--- config.mk ---
export PLATFORM = sky130hd
export DESIGN_NAME = regfile_wport_arbiter_flat
export DESIGN_NICKNAME = d
export VERILOG_FILES = /design/src/rtl/regfile_wport_arbiter_if.sv /design/src/rtl/regfile_wport_arbiter.sv /design/src/flat_wrapper.sv
export SDC_FILE = /design/constraint.sdc
export NUM_CORES = 1
export LEC_CHECK = 0
export ABC_CLOCK_PERIOD_IN_PS = 2900
export CORE_UTILIZATION = 30
export CTS_CLUSTER_DIAMETER = 50
export DETAILED_ROUTE_END_ITERATION = 8
export PLACE_DENSITY = 0.59
export SLEW_MARGIN = 20
export SYNTH_ARGS = -nofsm -noshare
export SYNTH_HDL_FRONTEND = slang
export SYNTH_SLANG_ARGS = --single-unit
--- constraint.sdc ---
create_clock -name clk -period 2.9 [get_ports clk]
set_input_delay 0.435 -clock clk [delete_from_list [all_inputs] [get_ports clk]]
set_output_delay 0.435 -clock clk [all_outputs]
set_load 0.02 [all_outputs]
--- src/rtl/regfile_wport_arbiter_if.sv ---
// Bundles the requester, register-file write-port and hazard-query signals of the
// write-port arbiter. The arbiter uses slave; requesters and query logic use master.
interface regfile_wport_arbiter_if #(
  parameter int unsigned NREQ   = 3,
  parameter int unsigned ADDR_W = 5,
  parameter int unsigned DATA_W = 32
);
  logic [NREQ-1:0]        req_valid;
  logic [NREQ*ADDR_W-1:0] req_addr;
  logic [NREQ*DATA_W-1:0] req_data;
  logic [NREQ-1:0]        req_ready;
  logic                   we;
  logic [ADDR_W-1:0]      waddr;
  logic [DATA_W-1:0]      wdata;
  logic [ADDR_W-1:0]      qaddr1;
  logic                   qbusy1;
  logic [ADDR_W-1:0]      qaddr2;
  logic                   qbusy2;
  logic [15:0]            grant_cnt;

  modport master (
    output req_valid, req_addr, req_data, qaddr1, qaddr2,
    input  req_ready, we, waddr, wdata, qbusy1, qbusy2, grant_cnt
  );

  modport slave (
    input  req_valid, req_addr, req_data, qaddr1, qaddr2,
    output req_ready, we, waddr, wdata, qbusy1, qbusy2, grant_cnt
  );
endinterface

--- src/rtl/regfile_wport_arbiter.sv ---
// Round-robin arbiter sharing one register-file write port among NREQ requesters,
// with a registered write stage and combinational pending-write hazard queries.
module regfile_wport_arbiter #(
  parameter int unsigned NREQ   = 3,
  parameter int unsigned ADDR_W = 5,
  parameter int unsigned DATA_W = 32
) (
  input logic                    clk,
  input logic                    rst,
  regfile_wport_arbiter_if.slave bus
);
  localparam int unsigned PTR_W = (NREQ > 1) ? $clog2(NREQ) : 1;

  logic [PTR_W-1:0]  r_rr_ptr;
  logic              r_we;
  logic [ADDR_W-1:0] r_waddr;
  logic [DATA_W-1:0] r_wdata;
  logic [15:0]       r_grant_cnt;

  logic [NREQ-1:0]   w_ready;
  logic              w_xfer;
  logic [PTR_W-1:0]  w_gidx;
  logic [PTR_W-1:0]  w_ptr_nxt;
  logic [ADDR_W-1:0] w_gaddr;
  logic [DATA_W-1:0] w_gdata;
  logic              w_pend1;
  logic              w_pend2;

  // First valid requester at or after rr_ptr wins; reset suppresses any grant.
  always_comb begin
    int unsigned idx;
    w_ready = '0;
    w_xfer  = 1'b0;
    w_gidx  = '0;
    idx     = 0;
    for (int unsigned k = 0; k < NREQ; k++) begin
      idx = 32'(r_rr_ptr) + k;
      if (idx >= NREQ) idx = idx - NREQ;
      if (!w_xfer && bus.req_valid[idx]) begin
        w_ready[idx] = 1'b1;
        w_xfer       = 1'b1;
        w_gidx       = PTR_W'(idx);
      end
    end
    if (rst) begin
      w_ready = '0;
      w_xfer  = 1'b0;
    end
  end

  always_comb begin
    w_gaddr   = bus.req_addr[32'(w_gidx) * ADDR_W +: ADDR_W];
    w_gdata   = bus.req_data[32'(w_gidx) * DATA_W +: DATA_W];
    w_ptr_nxt = (32'(w_gidx) == NREQ - 1) ? '0 : w_gidx + PTR_W'(1);
  end

  // Only requests still waiting count; the granted one is covered by write-through.
  always_comb begin
    w_pend1 = 1'b0;
    w_pend2 = 1'b0;
    for (int unsigned j = 0; j < NREQ; j++) begin
      if (bus.req_valid[j] && !w_ready[j]) begin
        if (bus.req_addr[j*ADDR_W +: ADDR_W] == bus.qaddr1) w_pend1 = 1'b1;
        if (bus.req_addr[j*ADDR_W +: ADDR_W] == bus.qaddr2) w_pend2 = 1'b1;
      end
    end
  end

  always_ff @(posedge clk) begin
    if (rst) begin
      r_rr_ptr    <= '0;
      r_we        <= 1'b0;
      r_waddr     <= '0;
      r_wdata     <= '0;
      r_grant_cnt <= '0;
    end else begin
      // Address-0 grants complete the handshake but never write.
      r_we <= w_xfer && (w_gaddr != '0);
      if (w_xfer) begin
        r_rr_ptr    <= w_ptr_nxt;
        r_waddr     <= w_gaddr;
        r_wdata     <= w_gdata;
        r_grant_cnt <= r_grant_cnt + 16'd1;
      end
    end
  end

  assign bus.req_ready = w_ready;
  assign bus.we        = r_we;
  assign bus.waddr     = r_waddr;
  assign bus.wdata     = r_wdata;
  assign bus.grant_cnt = r_grant_cnt;
  assign bus.qbusy1    = !rst && (bus.qaddr1 != '0) && w_pend1;
  assign bus.qbusy2    = !rst && (bus.qaddr2 != '0) && w_pend2;
endmodule

--- src/flat_wrapper.sv ---
// flat-port wrapper written by rule: the top's interface ports become plain ports
module regfile_wport_arbiter_flat 
#(
  parameter int unsigned NREQ   = 3,
  parameter int unsigned ADDR_W = 5,
  parameter int unsigned DATA_W = 32
)
  (clk, rst, bus_req_valid, bus_req_addr, bus_req_data, bus_qaddr1, bus_qaddr2, bus_req_ready, bus_we, bus_waddr, bus_wdata, bus_qbusy1, bus_qbusy2, bus_grant_cnt);
  regfile_wport_arbiter_if #(.NREQ(NREQ), .ADDR_W(ADDR_W), .DATA_W(DATA_W)) bus_i ();
  input logic clk;
  input logic rst;
  input wire logic [$bits(bus_i.req_valid)-1:0] bus_req_valid;
  input wire logic [$bits(bus_i.req_addr)-1:0] bus_req_addr;
  input wire logic [$bits(bus_i.req_data)-1:0] bus_req_data;
  input wire logic [$bits(bus_i.qaddr1)-1:0] bus_qaddr1;
  input wire logic [$bits(bus_i.qaddr2)-1:0] bus_qaddr2;
  output wire logic [$bits(bus_i.req_ready)-1:0] bus_req_ready;
  output wire logic [$bits(bus_i.we)-1:0] bus_we;
  output wire logic [$bits(bus_i.waddr)-1:0] bus_waddr;
  output wire logic [$bits(bus_i.wdata)-1:0] bus_wdata;
  output wire logic [$bits(bus_i.qbusy1)-1:0] bus_qbusy1;
  output wire logic [$bits(bus_i.qbusy2)-1:0] bus_qbusy2;
  output wire logic [$bits(bus_i.grant_cnt)-1:0] bus_grant_cnt;
  assign bus_i.req_valid = bus_req_valid;
  assign bus_i.req_addr = bus_req_addr;
  assign bus_i.req_data = bus_req_data;
  assign bus_i.qaddr1 = bus_qaddr1;
  assign bus_i.qaddr2 = bus_qaddr2;
  assign bus_req_ready = bus_i.req_ready;
  assign bus_we = bus_i.we;
  assign bus_waddr = bus_i.waddr;
  assign bus_wdata = bus_i.wdata;
  assign bus_qbusy1 = bus_i.qbusy1;
  assign bus_qbusy2 = bus_i.qbusy2;
  assign bus_grant_cnt = bus_i.grant_cnt;
  regfile_wport_arbiter #(.NREQ(NREQ), .ADDR_W(ADDR_W), .DATA_W(DATA_W)) u_core (.clk(clk), .rst(rst), .bus(bus_i));
endmodule
== Word-level counts from Yosys, hierarchy flattened ==
Index checks and enable logic that the tools add are counted.
Word-level totals
  register bits: 56
  logic and storage cells: 94
  input bits: 126
Cells by class
  equality and inequality tests: 7
  order comparisons: 9
  reductions and logical operators: 22
  $mul: 1
  multiplexer cells: 39
  shifts and indexed selects: 2
  bitwise operators: 2
  add/subtract/negate cells: 7
Operator list (number)
  32-bit by 1-bit >= comparator with 1-bit output (second input constant): 3
  32-bit by 3-bit < comparator with 1-bit output (second input constant): 3
  32-bit 2-to-1 mux: 3
  96-bit by 8-bit variable part select with 32-bit output: 1
  32-bit by 2-bit >= comparator with 1-bit output (second input constant): 2
  32-bit by 2-bit subtractor with 32-bit output (second input constant): 2
  5-bit equality test: 6
  1-bit 2-to-1 mux: 22
  16-bit by 1-bit adder with 16-bit output (second input constant): 1
  5-bit nonzero test: 3
  15-bit by 6-bit variable part select with 5-bit output: 1
  1-bit logical AND: 13
  3-bit 2-to-1 mux: 4
  2-bit 2-to-1 mux: 4
  1-bit binary-select mux with 2-bit select: 3
  1-bit demux with 2-bit select: 3
  1-bit logical NOT: 6
  3-bit bitwise OR: 2
  2-bit by 3-bit multiplier with 5-bit output (second input constant): 1
  2-bit by 1-bit adder with 3-bit output (second input constant): 1
  2-bit by 2-bit adder with 3-bit output (second input constant): 1
  2-bit by 2-bit subtractor with 3-bit output (second input constant): 1
  2-bit by 1-bit adder with 2-bit output (second input constant): 1
  2-bit equality test (second input constant): 1
  2-bit >= comparator (second input constant): 1

== Logic depth before layout (Yosys ltp) ==
Gate-level depths: netlist of the first run.
  word-level depth: 20
  mapped depth: 10

== Worst setup path before layout of the first run ==
No wires, ideal clock.
  kind: reg2out
  start point: reg u_core.r_rr_ptr[1]
  end point: out bus_qbusy2
  path slack: 0.140 ns
  cell stages (with the launch flop): 9
  buffers on the path: 1
  data arrival time: 2.325 ns
  path through: dfxtp_1 > inv_1 > ha_1 > buf_2 > mux2_2 > a21bo_1 > a2111oi_1 > o211ai_1 > a31oi_1
On the way
  longest elaborated chain between the ends: 20
Ends and longest elaborated chain
  start, declared: line regfile_wport_arbiter.sv:14  | logic [PTR_W-1:0] r_rr_ptr;
  start signal, assigned: line regfile_wport_arbiter.sv:80  | r_rr_ptr <= w_ptr_nxt;
  2-bit by 1-bit adder with 3-bit output, or another cell as far along: line regfile_wport_arbiter.sv:37  | idx = 32'(r_rr_ptr) + k;
  32-bit by 2-bit subtractor with 32-bit output, or another cell as far along: line regfile_wport_arbiter.sv:38  | if (idx >= NREQ) idx = idx - NREQ;
  32-bit 2-to-1 mux, or another cell as far along: line regfile_wport_arbiter.sv:38
  32-bit by 1-bit >= comparator with 1-bit output (implied by the code), or another cell as far along: line regfile_wport_arbiter.sv:40  | w_ready[idx] = 1'b1;
  1-bit logical AND (implied by the code), or another cell as far along: line regfile_wport_arbiter.sv:40
  1-bit 2-to-1 mux (implied by the code), or another cell as far along: line regfile_wport_arbiter.sv:40
  1-bit demux with 2-bit select, or another cell as far along
  3-bit bitwise OR (no source line) or 1-bit 2-to-1 mux (tied branches)
  [... 4 more ...]
  1-bit logical NOT: line regfile_wport_arbiter.sv:62  | if (bus.req_valid[j] && !w_ready[j]) begin
  1-bit logical AND: line regfile_wport_arbiter.sv:62
  1-bit 2-to-1 mux: line regfile_wport_arbiter.sv:62
  1-bit 2-to-1 mux: line regfile_wport_arbiter.sv:64  | if (bus.req_addr[j*ADDR_W +: ADDR_W] == bus.qaddr2) w_pend2 = 1'b1;
  1-bit 2-to-1 mux: line regfile_wport_arbiter.sv:62
  1-bit 2-to-1 mux: line regfile_wport_arbiter.sv:64
  1-bit 2-to-1 mux (*): line regfile_wport_arbiter.sv:62
  1-bit logical AND (*): line regfile_wport_arbiter.sv:94  | assign bus.qbusy2 = !rst && (bus.qaddr2 != '0) && w_pend2;
  end, declared: line flat_wrapper.sv:22  | output wire logic [$bits(bus_i.qbusy2)-1:0] bus_qbusy2;
Mark *: on every way between the ends. The rest lies on a longest branch, timed or not. The select of a mux whose other input is x is not followed.

== Worst setup path in the final report of the first run ==
Ends and elaborated chain as after synthesis.

==> results.cfg, run 1 <==
[run_status]
status = complete, no violations

[critical_path]
cp-end-kind = primary output
slowest_delay_ns = 0.36
crit_type = flop to primary output
cp_slowest_cell = nor4b_4
critPathTopFamily = buffers and inverters
arrival_ns = 2.38
crit_buf_inv = 4
path_max_fanout = 3
required_ns = 2.47
critPathLaunch = u_core.r_rr_ptr[1]
cp-start-kind = flop
path_cells = inv_1 -> ha_2 -> mux2_2 -> buf_4 -> nor4b_4 -> a2111oi_4 -> buf_4 -> o211ai_1 -> a31oi_1 -> buf_4
crit_top_cell = buf_4
worstRegToRegCells = 10
r2r-end = u_core.bus.wdata[4]
r2r_start = u_core.r_rr_ptr[1]
r2r_setup_slack_ns = 0.31

[clock_network]
cts_sinks = 56
h-tree-depth = 2
cts_tree = yes
cts_buffers = 5
cts_setup_buffers = 0
clk_latency_ns = 0.29
clkSlewWorstSetupHoldPaths_ns = 0.07
cts.path.max_buffers = 2
cts-hold-fix-buffers = 0
cts_root_buffer = clkbuf_16

[min_path]
hold_depth = 2
worstHoldEndpoint = u_core.bus.grant_cnt[15]
holdCritPathClass = flop to flop
hp-start = u_core.bus.grant_cnt[15]

[pwr]
power_mw = 5.31
cellLeakagePower_nw = 2.43
vdd_drop_max_mv = 0.505
power.density_nw_per_um2 = 831

[cells_and_area]
fin_cells = 817
diodes = 0
nets = 779
drive_gt1_share_pct = 20.2
final_util_pct = 52.8
area_growth_pct = 69.4

[timing]
finalMaxSlewViolations = 0
fin_skew_ns = 0.00864
clock.fmax_ghz = 0.355
setup_viol = 0
worstMarginPinSlew_ns = 0.816
setup_slack_ns = 0.0839
finalCriticalPeriod_ns = 2.82
relSlewSlack_pct = 45.3
fin_crit_sh_pct = 97.1
hold_viol_final = 0
rsz0062_at_grt = true

[die]
io_pins = 185
die_w_um = 114
core_um2 = 12100
rows = 40
die_h_um = 114
die_area_um2 = 13000
start_util_pct = 31.1

[synth]
synth_cell_types = 52
ys_warn_count = 0
syn_nets = 560
syn_area_per_cell_um2 = 8.79
synth-edff-count = 0
yosysSeqAreaShare_pct = 29.7
ys_ff_latch = 56
syn_inst = 429
synth_flop_cell = dfxtp_1
async_reset_ff_share_pct = 0
synth_area_um2 = 3770

[global_routing]
grt_usage_pct = 19.6
overflow = 0
grt_pass1_wl_um = 20600
antenna_found_initial = 0
grt_max_degree = 59
grt_pass1_vias = 4206

[place]
hpwl_um = 9600
dp.cells = 809
port-buffer-count = 184
place_ws_ns = -0.369
gp_congestion = 0.874

[detailed_routing]
wl_per_cell_um = 15.7
ant_nets = 0
vias_per_cell = 5.05
drc_errors = 0
firstDrtPassIters = 4
wirelength_um = 12800
drt_iter0_markers = 177
vias = 4129

[job]
cap_violations = 0
==> layout make-up <==
cell class | instances | area (µm²)
Sequential cell | 56 | 1120
Tap cell | 168 | 210
Multi-Input combinational cell | 305 | 2440
Clock inverter | 2 | 13.8
Timing Repair Buffer | 243 | 2330
Clock buffer | 6 | 139
Fill cell | 1150 | 5720
Inverter | 37 | 139
==> synthesized netlist by cell type (all sizes together), types with 13 or more instances <==
| cell type | number | share of area [%] |
|---|---|---|
| dfxtp | 56 | 30 |
| a21oi | 48 | 6.4 |
| inv | 37 | 3.7 |
| mux2 | 31 | 9.3 |
| o221a | 28 | 8.4 |
| buf | 22 | 3.1 |
| xnor2 | 18 | 4.2 |
| or4 | 15 | 3.0 |
| mux2i | 13 | 3.4 |
| nand2 | 13 | 1.4 |
| xor2 | 13 | 3.0 |
==> timing repair <==
action / CTS / global route
hold endpoints to repair: 0 / 0
setup endpoints to repair: 5 / 5
pin swaps: 0 / 2
resized for setup: 14 / 14
==> sequential cells by signal (all words and copies together), names as in the netlist <==
register	flops
u_core.bus.waddr	5
u_core.bus.we	1
u_core.bus.wdata	32
u_core.r_rr_ptr	2
u_core.bus.grant_cnt	16
==> layer usage <==
| metal | global-route usage (%) | vias to the layer above | share of wire [%] |
|---|---|---|---|
| met3 | 3.76 | 8 | 5.5 |
| li1 | - | 2056 | - |
| met5 | 0 | - | 0 |
| met4 | 4.68 | 0 | 0.95 |
| met2 | 34.5 | 120 | 50 |
| met1 | 24.6 | 1945 | 44 |
==> power breakdown <==
group	total (mW)	internal, mW	switching [mW]
sequential	1.22	1.05	0.173
clock	0.628	0.346	0.282
combinational	3.46	1.72	1.75
total	5.31	3.11	2.20
==> cell usage in the layout, fill, tap and decap left out, drive strengths merged, types with 9 or more instances in the layout <==
master / count
clkdlybuf4s50: 178
buf: 63
dfxtp: 56
a21oi: 48
inv: 38
mux2: 31
o221a: 28
xnor2: 18
or4: 15
xor2: 13
mux2i: 13
nand2: 13
nor2: 12
o21ai: 12
o31ai: 10
nand3: 9
a32oi: 9
o22ai: 9
==> worst reg2reg max path, stage by stage (launching register included) <==
cell and delay, ns:
dfxtp_1 0.31, buf_4 0.14, ha_1 0.32, buf_4 0.18, nor2b_1 0.13, o211a_1 0.23
buf_4 0.16, nor2_4 0.14, buf_12 0.24, mux2_2 0.39, o221a_2 0.25
==> per-stage QoR <==
stage               instance area [µm²]  hold WS [ns]  setup TNS, ns
finish                             6390         0.485              0
CTS                                6370         0.486         -0.135
floorplan                          3770         0.469              0
global placement                   6190         0.465         -0.866
global route                       6390         0.518        -0.0914
detailed placement                 6190         0.474         -0.925
==> kinds of logic after synthesis <==
group                      count (synthesis)  synth area share (%)
AOI/OAI and AO/OA                        137                  27.1
xor gates and xnor gates                  31                  7.20
adders and majority gates                  5                  1.66
buffers and inverters                     68                  7.69
DFF                                       56                  29.7
muxes                                     44                  12.7
and+or+nand+nor                           88                  13.9
==> worst max-delay path by stage <==
stage            endpoint  cells past startpoint
2_1_floorplan  bus_qbusy2                      8
3_3_place_gp   bus_qbusy2                      8
3_5_place_dp   bus_qbusy2                      8
4_1_cts        bus_qbusy2                      8
5_1_grt        bus_qbusy1                     10
6_report       bus_qbusy2                     10
(Power assumes the default switching activity.)
==> inputs of run 2 (changes only) <==
CAP_MARGIN = 5   (was not set)
==> results of run 2 <==
The final DEF is identical to that of run 1; final timing and power are the same.
